$ cat config.mk
export PLATFORM = sky130hd
export DESIGN_NAME = seg_scan_driver
export DESIGN_NICKNAME = d
export VERILOG_FILES = /design/src/rtl/seg_scan_driver.sv
export SDC_FILE = /design/constraint.sdc
export NUM_CORES = 1
export LEC_CHECK = 0
export CORE_MARGIN = 4
export CORE_UTILIZATION = 35
export CTS_BUF_LIST = sky130_fd_sc_hd__clkbuf_4 sky130_fd_sc_hd__clkbuf_8
export DETAILED_ROUTE_END_ITERATION = 8
export GPL_TIMING_DRIVEN = 0
export HOLD_SLACK_MARGIN = 0.1
export MAX_ROUTING_LAYER = met4
export PLACE_DENSITY = 0.64
export REMOVE_ABC_BUFFERS = 1
export SYNTH_ARGS = -nofsm -noshare
export SYNTH_HDL_FRONTEND = slang
export SYNTH_SLANG_ARGS = --single-unit
$ cat constraint.sdc
create_clock -name clk -period 3.1 [get_ports clk]
set_input_delay 0.62 -clock clk [delete_from_list [all_inputs] [get_ports clk]]
set_output_delay 0.62 -clock clk [all_outputs]
set_load 0.05 [all_outputs]
$ cat src/rtl/seg_scan_driver.sv
// seg_scan_driver: 8-digit multiplexed seven-segment driver with frame-synchronous double buffering.
// Optional leading-zero blanking is enabled by defining SEG_LZ_BLANK_EN.
module seg_scan_driver #(
    parameter int SCAN_DIV = 100000,
    parameter int CNT_W    = 20
) (
    input  logic        clk,
    input  logic        RST,
    input  logic [31:0] data_in,
    input  logic [7:0]  dp_in,
    input  logic        load,
    output logic [7:0]  SEG,
    output logic [7:0]  AN,
    output logic        frame_done
);
    logic [CNT_W-1:0] cnt;
    logic [2:0]       idx;
    logic [31:0]      pend_d, disp_d;
    logic [7:0]       pend_dp, disp_dp;
    logic             pend_v, tick, blank;
    logic [3:0]       nib;
    logic [6:0]       hex;

    assign tick       = cnt == CNT_W'(SCAN_DIV - 1);
    assign frame_done = tick && idx == 3'd7;
    assign nib        = disp_d[{idx, 2'b00} +: 4];

    always_comb begin
        hex = 7'h7F;
        case (nib)
            4'h0: hex = 7'h40;
            4'h1: hex = 7'h79;
            4'h2: hex = 7'h24;
            4'h3: hex = 7'h30;
            4'h4: hex = 7'h19;
            4'h5: hex = 7'h12;
            4'h6: hex = 7'h02;
            4'h7: hex = 7'h78;
            4'h8: hex = 7'h00;
            4'h9: hex = 7'h10;
            4'hA: hex = 7'h08;
            4'hB: hex = 7'h03;
            4'hC: hex = 7'h46;
            4'hD: hex = 7'h21;
            4'hE: hex = 7'h06;
            4'hF: hex = 7'h0E;
            default: hex = 7'h7F;
        endcase
    end

`ifdef SEG_LZ_BLANK_EN
    logic [2:0] msn;
    // msn stays 0 for an all-zero value, so digit 0 is never blanked
    always_comb begin
        msn = 3'd0;
        for (int i = 1; i < 8; i++)
            if (disp_d[4*i +: 4] != 4'd0) msn = 3'(i);
    end
    assign blank = idx > msn;
`else
    assign blank = 1'b0;
`endif

    always_ff @(posedge clk or negedge RST) begin
        if (!RST) begin
            cnt     <= '0;
            idx     <= 3'd0;
            pend_d  <= 32'd0;
            pend_dp <= 8'd0;
            pend_v  <= 1'b0;
            disp_d  <= 32'd0;
            disp_dp <= 8'd0;
            SEG     <= 8'hFF;
            AN      <= 8'hFF;
        end else begin
            cnt <= tick ? '0 : cnt + 1'b1;
            if (tick) idx <= idx + 3'd1;
            if (frame_done && pend_v) begin
                disp_d  <= pend_d;
                disp_dp <= pend_dp;
            end
            if (load) begin
                pend_d  <= data_in;
                pend_dp <= dp_in;
            end
            // a load in the commit cycle keeps the flag set for the next frame
            pend_v <= load || (pend_v && !frame_done);
            SEG    <= {~disp_dp[idx], blank ? 7'h7F : hex};
            AN     <= ~(8'b1 << idx);
        end
    end
endmodule
==> parameters.txt <==
Parameter                              Value

Outcome
  Result of the run ... finished, final reports clean

Placement
  Sum of net half-perimeters after detailed placement ... 6560 um
  Placed instance count ... 591
  Count of input and output buffers ... 59
  Pre-CTS setup slack ... -0.0715 ns
  Cell area after placement ... 6000 sq um
  Global placement routability congestion ... 0.825

Setup path
  Worst setup path class ... flop to primary output
  Required time of the worst setup path ... 2.48 ns
  Number of buffers and inverters on the critical path ... 1
  Crit path max-delay family ... simple AND/OR/NAND/NOR gates
  Crit path capture type ... primary output
  Maximum fanout count along the critical path ... 6
  Data arrival time of the critical path ... 2.34 ns
  Critical path launch point type ... flop
  Critical Path Max Stage Delay ... 0.56 ns
  Cell with the largest stage delay on the worst path ... sky130_fd_sc_hd__or4_1
  Cell chain of the critical path ... or4_1 > nor4_2 > and3_1 > buf_2

Cells and area
  ANT cells ... 0
  Share of layout cells above drive strength 1 ... 35.2%
  FILL cells ... 1357
  Nets ... 482
  Post-Layout Inst Area ... 6460 sq um
  Most common library cell in the layout ignoring fill and taps ... sky130_fd_sc_hd__dfrtp_1
  Leading cell types in the layout, fill and taps excluded ... sky130_fd_sc_hd__dfrtp_1 (103), sky130_fd_sc_hd__mux2_2 (81), sky130_fd_sc_hd__clkdlybuf4s50_1 (56)
  Post-route non-filler standard cell count ... 624
  Area Overhead vs Synth ... 24.2%

Clock tree
  Root buf cell ... sky130_fd_sc_hd__clkbuf_8
  Clock input transition at the sequential cells of the worst setup and hold paths ... 0.07 ns
  H-tree Lvls ... 4
  CTS tree ... yes
  TritonCTS sink count ... 120
  Number of buffers inserted during clock tree synthesis ... 17
  Insertion delay of the later-clocked pin in the worst-skew pair ... 0.43 ns
  Clock Path Buffers ... 2

Yosys
  Synth area leader ... sky130_fd_sc_hd__dfrtp_1
  Syn Std Cell Area ... 5200 sq um
  Cell count after synthesis ... 358
  Yosys cell types ... 40
  Avg Inst Size Synth ... 14.5 sq um
  Share of synthesized area occupied by flip-flops and latches ... 58.1%
  Synth top area share ... 50.0%
  Flop and latch count out of synthesis ... 120
  Number of warnings printed during yosys synthesis ... 0
  Largest cells by area after synthesis ... sky130_fd_sc_hd__dfrtp_1 (50%), sky130_fd_sc_hd__mux2_2 (18%), sky130_fd_sc_hd__dfstp_2 (8.1%), sky130_fd_sc_hd__mux4_2 (4.3%), sky130_fd_sc_hd__ha_1 (2.9%)

Floorplan
  Starting utilization of the core area ... 35.8%
  Area inside the core boundary ... 14500 sq um
  Die X ... 130 um
  Number of top-level design ports ... 60
  Floorplan die area ... 16900 sq um
  Number of placement rows ... 44
  Die Height ... 130 um

Power
  Power share of the clock group ... 46.2%
  Leak Pwr ... 2.88 nW
  Maximum VDD drop ... 0.000301 V
  Switching part of the total ... 20.1%
  Power spent charging and discharging nets ... 0.676 mW
  Internal power consumption ... 2.68 mW
  Sequential Power Share ... 49.1%
  Combinational share of power ... 4.7%
  Final total power ... 3.35 mW
  PwrDens ... 520 nW/um^2

Timing
  Worst Max-Slew Pin Slew ... 0.875 ns
  Final Max Tran Viols ... 0
  Achievable clock frequency ... 338 MHz
  Min Hold Slack ... 0.459 ns
  Hold Fails Final Rpt ... 0
  Smallest setup slack after layout ... 0.140 ns
  Finish-stage setup viols ... 0
  Worst clock skew ... 0.00972 ns
  RSZ-0062 raised after global routing ... false
  Crit share post-route ... 95.5%
  Minimum clock period after layout ... 2.96 ns
  Relative max-transition margin ... 41.4%

Global routing
  Wire length of the first global-routing pass ... 16000 um
  Largest net degree at the start of global routing ... 97
  Global route total overflow ... 0
  GRT Total Usage ... 12.7%
  Number of antenna violations at the first check in global routing ... 0
  Vias in the first global route ... 3277

Route
  Routed wire length ... 9470 um
  Initial DRC count ... 127
  Vias/cell ... 4.85
  Residual DRC ... 0
  Antenna-violating nets left ... 0
  First-pass detailed-route iteration total ... 4
  Routed wirelength normalized by instance count ... 15.2 um
  Total vias in the final route ... 3024

Run
  Max-capacitance violation count ... 0

Min path
  Worst hold-check path type ... flop to flop
==> power by group through the flow <==
| stage | registers (mW) | logic [mW] | clock network [mW] |
|---|---|---|---|
| 5_1_grt | 1.65 | 0.176 | 1.66 |
| 6_report | 1.65 | 0.158 | 1.55 |
| 3_3_place_gp | 1.67 | 0.155 | 0 |
| 4_1_cts | 1.65 | 0.164 | 1.60 |
| 3_5_place_dp | 1.68 | 0.162 | 0 |
| 2_1_floorplan | 1.66 | 0.0555 | 0 |
==> repair_timing <==
item | in CTS | in global routing
hold endpoints to repair | 9 | 0
hold buffers | 1 | 0
buffers inserted | 0 | 0
resized for setup | 7 | 0
endpoints found under the setup margin | 1 | 0
==> logic make-up after synthesis <==
family / share of synthesized area, %
and+or+nand+nor: 6.69
muxes: 25.1
DFF: 58.1
AOI/OAI and AO/OA: 1.64
xor gates and xnor gates: 2.86
buffers and inverters: 2.69
adders and majority gates: 2.89
==> stage by stage <==
step                      setup TNS (ns)  util (%)
after detailed placement         -0.0715      41.3
final                                  0      44.4
after CTS                              0      44.4
after global placement           -382.39      40.8
after floorplan                        0         -
after global routing                   0      44.4
==> registers in the layout (all words and copies together) (netlist names) <==
name / flops
AN: 8
SEG: 8
cnt: 20
disp_d: 32
disp_dp: 8
idx: 3
pend_d: 32
pend_dp: 8
pend_v: 1
==> final timing paths <==
path	startpoint	end	slack [ns]	cells past startpoint
worst min-delay path	cnt[0]	cnt[0]	0.46	1
worst max-delay path	cnt[5]	frame_done	0.14	4
min in group asynchronous	RST	pend_v	0.61	2
worst max register to register	idx[1]	disp_d[23]	0.35	6
max in group asynchronous	RST	pend_d[15]	1.75	3
worst min register to register	cnt[0]	cnt[0]	0.46	1
==> layout make-up <==
cell class | instances | area [sq um] | share of cell area, %
Clock buffer | 23 | 298 | 4.61
Clock inverter | 9 | 145 | 2.25
Inverter | 13 | 48.8 | 0.756
Multi-Input combinational cell | 211 | 2050 | 31.7
Sequential cell | 120 | 3020 | 46.8
Tap cell | 184 | 230 | 3.57
Timing Repair Buffer | 64 | 662 | 10.2
==> synth_stat cells <==
library cell,n
sky130_fd_sc_hd__nor4_4,1
sky130_fd_sc_hd__or4_1,2
sky130_fd_sc_hd__buf_4,2
sky130_fd_sc_hd__inv_1,13
sky130_fd_sc_hd__clkbuf_1,2
sky130_fd_sc_hd__nor3_1,5
sky130_fd_sc_hd__and4_1,1
sky130_fd_sc_hd__o31ai_1,1
sky130_fd_sc_hd__or3_1,3
sky130_fd_sc_hd__a22o_1,1
sky130_fd_sc_hd__mux2_1,3
sky130_fd_sc_hd__nand2_1,14
sky130_fd_sc_hd__nand4_1,4
sky130_fd_sc_hd__dfstp_2,16
sky130_fd_sc_hd__nor4_1,6
sky130_fd_sc_hd__nand2b_1,1
sky130_fd_sc_hd__a31o_2,1
sky130_fd_sc_hd__nor2_1,10
sky130_fd_sc_hd__xnor2_1,13
sky130_fd_sc_hd__mux2i_1,9
sky130_fd_sc_hd__o21ai_0,4
sky130_fd_sc_hd__buf_6,4
sky130_fd_sc_hd__a21oi_1,3
sky130_fd_sc_hd__buf_2,1
sky130_fd_sc_hd__mux2_2,81
sky130_fd_sc_hd__nand3_1,10
sky130_fd_sc_hd__o2bb2ai_1,1
sky130_fd_sc_hd__mux4_2,10
sky130_fd_sc_hd__o21bai_1,1
sky130_fd_sc_hd__nor2b_1,1
sky130_fd_sc_hd__dfrtp_1,104
sky130_fd_sc_hd__mux2i_4,2
sky130_fd_sc_hd__or4_4,1
sky130_fd_sc_hd__or2_2,1
sky130_fd_sc_hd__a211o_1,1
sky130_fd_sc_hd__and3_1,3
sky130_fd_sc_hd__xor2_1,4
sky130_fd_sc_hd__nor3b_1,1
sky130_fd_sc_hd__buf_1,5
sky130_fd_sc_hd__ha_1,12
==> layer usage <==
layer / vias to the layer above / part of all wire, % / routed length, um / GRT usage (%)
met5: - / 0 / 0 / -
met1: 1542 / 45 / 4240 / 15.3
met3: 17 / 3.6 / 345 / 3.52
li1: 1411 / - / - / -
met4: 0 / 2.3 / 221 / 5.99
met2: 54 / 49 / 4660 / 20.0
Power figures use the tool's default switching activity.
==> patch 1, RTL diff (same settings) <==
The option `SEG_LZ_BLANK_EN` is turned on by a define.
--- a/src/rtl/seg_scan_driver.sv
+++ b/src/rtl/seg_scan_driver.sv
@@ -1,5 +1,7 @@
 // seg_scan_driver: 8-digit multiplexed seven-segment driver with frame-synchronous double buffering.
 // Optional leading-zero blanking is enabled by defining SEG_LZ_BLANK_EN.
+`define SEG_LZ_BLANK_EN
+
 module seg_scan_driver #(
     parameter int SCAN_DIV = 100000,
     parameter int CNT_W    = 20
Function: no difference found for any inputs over 10 cycles, from zero or initial values and one cycle with RST low; that may be too few to reach the edited logic, so the function may still have changed.
==> patch 1 against the original RTL <==
  * Hold slack worse by 0.33 ns
  * Worst setup slack improved by 0.040 ns
  * Wire length is 11% higher
  * Power shrank 5.6%
  * Maximum frequency increased by 1.4%
  * Sequential cell count did not move
  * Cell area is 4.6% higher
  * Area after synthesis increased by 7.0%
  * Critical path type is now reg2reg
  * Largest cell class unchanged
  * Highest routed layer unchanged
==> patch 1: results (changes against the original RTL) <==
- WL met2: 4.828 mm (+3.7%)
- Total track usage: 0.1302 (+0.002652)
- Multiplexer share of the synthesized area: 0.2420 (-0.009127)
- LEAKAGE: 3.080 nW (+7.0%)
- Worst hold path class: in2async
- Commonest cells in the netlist: dfrtp_1 (104), mux2_2 (41), mux2_4 (41)
- R2r worst-path depth: 7 (+1)
- Unique masters post-synth: 55 (+38%)
- Placed cell count: 649 (+9.8%)
- Post-Synth Adder-Cell Area: 0.03599 (+0.007120)
- HPWL after DPL: 7.416 mm (+13%)
- Final nets: 516 (+7.1%)
- Met3 global-route usage: 0.03638 (+0.001181)
- Peak VDD IR: 0.2858 mV (-5.2%)
- Pre-CTS setup slack: -0.1273 ns (-0.05578 ns)
- M2 GR Usage: 0.1937 (-0.006167)
- Global-route wire length before repair: 17.82 mm (+11%)
- Vias/cell: 4.811 (-0.73%)
- Seq pwr share: 0.521 (+0.030)
- Fillers: 1378 (+1.5%)
- Max_slew headroom: 0.3706 (-0.04299)
- Final std cells w/o fill: 681 (+9.1%)
- Detailed-route wire length per cell: 15.40 um (+1.5%)
- Layout area overhead: 21.41%
- Met1 wire length: 5.047 mm (+19%)
- Post-synthesis sequential area ratio: 0.5434 (-0.03778)
- Vias in the first global route: 3503 (+6.9%)
- Post-synthesis compound-gate area fraction: 0.04161 (+0.02525)
- Status: finished, final reports clean
- Met3 wire len: 401 um (+16%)
- Post-CTS sizing: 6 (-1)
- P_clk: 1.36 mW (-12%)
patch 1: cell type report:
type                            count  area share
Multi-Input combinational cell    245      0.3546
Timing Repair Buffer               61     0.09411
Clock buffer                       22     0.04205
Inverter                           12    0.006669
Tap cell                          211     0.03909
Clock inverter                     10     0.01519
Sequential cell                   120      0.4483
patch 1: worst paths after layout:
kind | from | end | slack (ns)
setup / recovery | cnt[0]$_DFF_PN0_ | disp_d[20]$_DFFE_PN0P_ | 0.18
max in group asynchronous | RST | SEG[3]$_DFF_PN1_ | 2.24
min in group clk | cnt[19]$_DFF_PN0_ | cnt[19]$_DFF_PN0_ | 0.48
setup reg to reg | cnt[0]$_DFF_PN0_ | disp_d[20]$_DFFE_PN0P_ | 0.18
hold reg to reg | cnt[19]$_DFF_PN0_ | cnt[19]$_DFF_PN0_ | 0.48
hold / removal | RST | pend_dp[0]$_DFFE_PN0P_ | 0.13
==> patch 2, RTL diff (same flow settings) <==
Made on the original files. Put one more register stage on the output `AN`, with the module's reset. The value now appears one clock later. The other outputs are not delayed to match.
--- a/src/rtl/seg_scan_driver.sv
+++ b/src/rtl/seg_scan_driver.sv
@@ -13,6 +13,8 @@
     output logic [7:0]  AN,
     output logic        frame_done
 );
+
+    logic [7:0] AN_s0;
     logic [CNT_W-1:0] cnt;
     logic [2:0]       idx;
     logic [31:0]      pend_d, disp_d;
@@ -71,7 +73,7 @@
             disp_d  <= 32'd0;
             disp_dp <= 8'd0;
             SEG     <= 8'hFF;
-            AN      <= 8'hFF;
+            AN_s0   <= 8'hFF;
         end else begin
             cnt <= tick ? '0 : cnt + 1'b1;
             if (tick) idx <= idx + 3'd1;
@@ -86,7 +88,15 @@
             // a load in the commit cycle keeps the flag set for the next frame
             pend_v <= load || (pend_v && !frame_done);
             SEG    <= {~disp_dp[idx], blank ? 7'h7F : hex};
-            AN     <= ~(8'b1 << idx);
+            AN_s0  <= ~(8'b1 << idx);
         end
     end
+    always_ff @(posedge clk or negedge RST) begin
+        if (!RST) begin
+            AN <= '0;
+        end else begin
+            AN <= AN_s0;
+        end
+    end
+
 endmodule
Check against the original RTL: not equivalent (Yosys sat finds a counterexample within 4 cycles, from zero or initial values and one cycle with RST low).
==> patch 2 against the original RTL <==
  * Count of clock-buffer cells in the layout down 5
  * First-iteration DRC count grew 24%
  * Maximum frequency decreased by 2.3%
  * Power fell by 4.7%
  * Area after synthesis is 4.2% higher
  * Worst setup slack got worse by 0.071 ns
  * Clock power is 17% lower
  * Core utilization fell by 0.92 points
  * Sequential cell count up 8
  * Wire length is 1.3% higher
  * Cell area up 2.4%
  * Non-clock buffer count unchanged
  * Sequential power increased by 6%
  * Global-route usage down 0.52 points
  * Critical path type unchanged
  * Largest cell class unchanged
  * Largest power group unchanged
  * Highest routed layer unchanged
==> patch 2: results (changes against the original RTL) <==
- Status: finished, final reports clean
- Peak VDD IR: 0.2318 mV (-23%)
- Total track usage: 0.1223 (-0.005182)
- Fillers: 1402 (+3.3%)
- Final nets: 490 (+1.7%)
- CP Data Arrival Time: 2.41 ns (+0.07 ns)
- Max Root-Sink Buffers: 2 (unchanged)
- TritonCTS buffer count: 17 (unchanged)
- Initial antenna violation count: 0 (unchanged)
- Post-synthesis sequential area ratio: 0.5949 (+0.01373)
- Vias in the first global route: 3323 (+1.4%)
- Pre-CTS setup slack: -0.2523 ns (-0.1808 ns)
- Max_slew headroom: 0.3729 (-0.04069)
- Crit Path Max Fanout: 8 (+2)
- IO buf count: 59 (unchanged)
- Synth Warn #: 0 (unchanged)
- Worst hold path class: in2async
- HPWL after DPL: 6.536 mm (-0.37%)
- LEAKAGE: 2.927 nW (+1.7%)
- Detailed-route wire length per cell: 15.08 um (-0.62%)
- DR iter-0 viols: 158 (+24%)
- # diodes: 0 (unchanged)
- Commonest cells in the netlist: dfrtp_1 (112), mux2_2 (81), dfstp_2 (16), nand2_1 (16), inv_1 (13)
- Final std cells w/o fill: 636 (+1.9%)
- Clk slew on worst S/H paths: 0.07 ns (about the same)
- Via count: 3084 (+2.0%)
- Placer Congestion: 0.8186 (-0.72%)
- Global-route wire length before repair: 16.23 mm (+1.2%)
- Unique masters post-synth: 40 (unchanged)
- CTS H-tree lvls: 4 (unchanged)
- Share of post-route cells with drive strength above 1: 0.3504 (-0.001826)
- Pre-antenna DRT Iters: 4 (unchanged)
- Synth Instances: 368 (+2.8%)
- Post-DP Area: 6240 um^2 (+4.0%)
- Worst-case clock skew: 0.009144 ns (-0.0005732 ns)
- Placed cell count: 604 (+2.2%)
- Clock insertion delay at the later pin of the skew report: 0.44 ns
- Ys async rst share: 1.000 (unchanged)
- Internal power: 2.457 mW (-8.3%)
- Main flop type after synthesis: dfrtp_1
- Largest regs: disp_d (32), pend_d (32), cnt (20)
- Largest net degree at the start of global routing: 68 (-30%)
- Synth top area cells: dfrtp_1 (52%), mux2_2 (17%), dfstp_2 (7.8%)
[patch 2: changes by cell type after synthesis, moves of 2 or more]
cell | before | now
nand3_1 | 10 | 8
buf_2 | 1 | 3
nand2_1 | 14 | 16
xor2_1 | 4 | 6
or4_1 | 2 | 4
nor4_1 | 6 | 3
dfrtp_1 | 104 | 112
xnor2_1 | 13 | 11
[patch 2: layout make-up]
| type | count | area [um^2] | share of cell area |
|---|---|---|---|
| flip-flops and latches | 128 | 3227 | 0.4878 |
| repair buffers | 64 | 680.7 | 0.1029 |
| well taps | 188 | 235.2 | 0.03556 |
| clock inverters | 14 | 120.1 | 0.01816 |
| clock buffers | 18 | 241.5 | 0.03650 |
| multi-input cells | 211 | 2062 | 0.3117 |
| inverters | 13 | 48.80 | 0.007377 |
[patch 2: layer usage]
metal,vias to the layer above,track usage,part of all wire
met3,24,0.03460,0.036
li1,1444,-,-
met5,-,-,0
met4,0,0.06755,0.031
met1,1553,0.1517,0.45
met2,63,0.1809,0.48
[patch 2: final timing paths]
| kind | depth (start not counted) | slack [ns] | from | end |
|---|---|---|---|---|
| min in group clk | 0 | 0.39 | AN_s0[1]$_DFF_PN1_ | AN[1]$_DFF_PN0_ |
| worst min register to register | 0 | 0.39 | AN_s0[1]$_DFF_PN1_ | AN[1]$_DFF_PN0_ |
| worst max-delay path | 4 | 0.07 | cnt[11]$_DFF_PN0_ | frame_done |
| max in group asynchronous | 2 | 2.18 | RST | SEG[7]$_DFF_PN1_ |
| worst min-delay path | 1 | 0.17 | RST | pend_dp[5]$_DFFE_PN0P_ |
| worst max register to register | 7 | 0.36 | cnt[0]$_DFF_PN0_ | disp_d[26]$_DFFE_PN0P_ |
[patch 2: kinds of logic (layout without fill, tap and decap cells)]
family,after synthesis,count (layout),synth area share
adder cells (fa/ha/maj),12,12,0.02771
multiplexers,105,105,0.2411
XOR/XNOR,17,17,0.02748
flip-flops,128,128,0.5949
buffers and inverters,29,109,0.02702
AO/OA/AOI/OAI,13,13,0.01686
AND/OR/NAND/NOR,64,64,0.06490
[patch 2: power groups by stage]
stage | Combinational [mW] | Sequential [mW] | Clock [mW]
after global placement | 0.158 | 1.78 | 0
after CTS | 0.167 | 1.75 | 1.34
final | 0.161 | 1.75 | 1.29
after floorplan | 0.0555 | 1.77 | 0
after global routing | 0.179 | 1.75 | 1.42
after detailed placement | 0.167 | 1.78 | 0
[patch 2: timing repair]
action / 4_1_cts / 5_1_grt
resized for setup: 10 / 2
pin swaps: 1 / 0
buffers inserted: 0 / 0
endpoints found under the setup margin: 1 / 1
cloned: 0 / 0
[patch 2: worst max-delay path: stages, from the launching register on]
cell and delay, ns:
dfrtp_1 0.47, or4_1 0.53, or4_1 0.56, nor4_4 0.22, buf_6 0.21
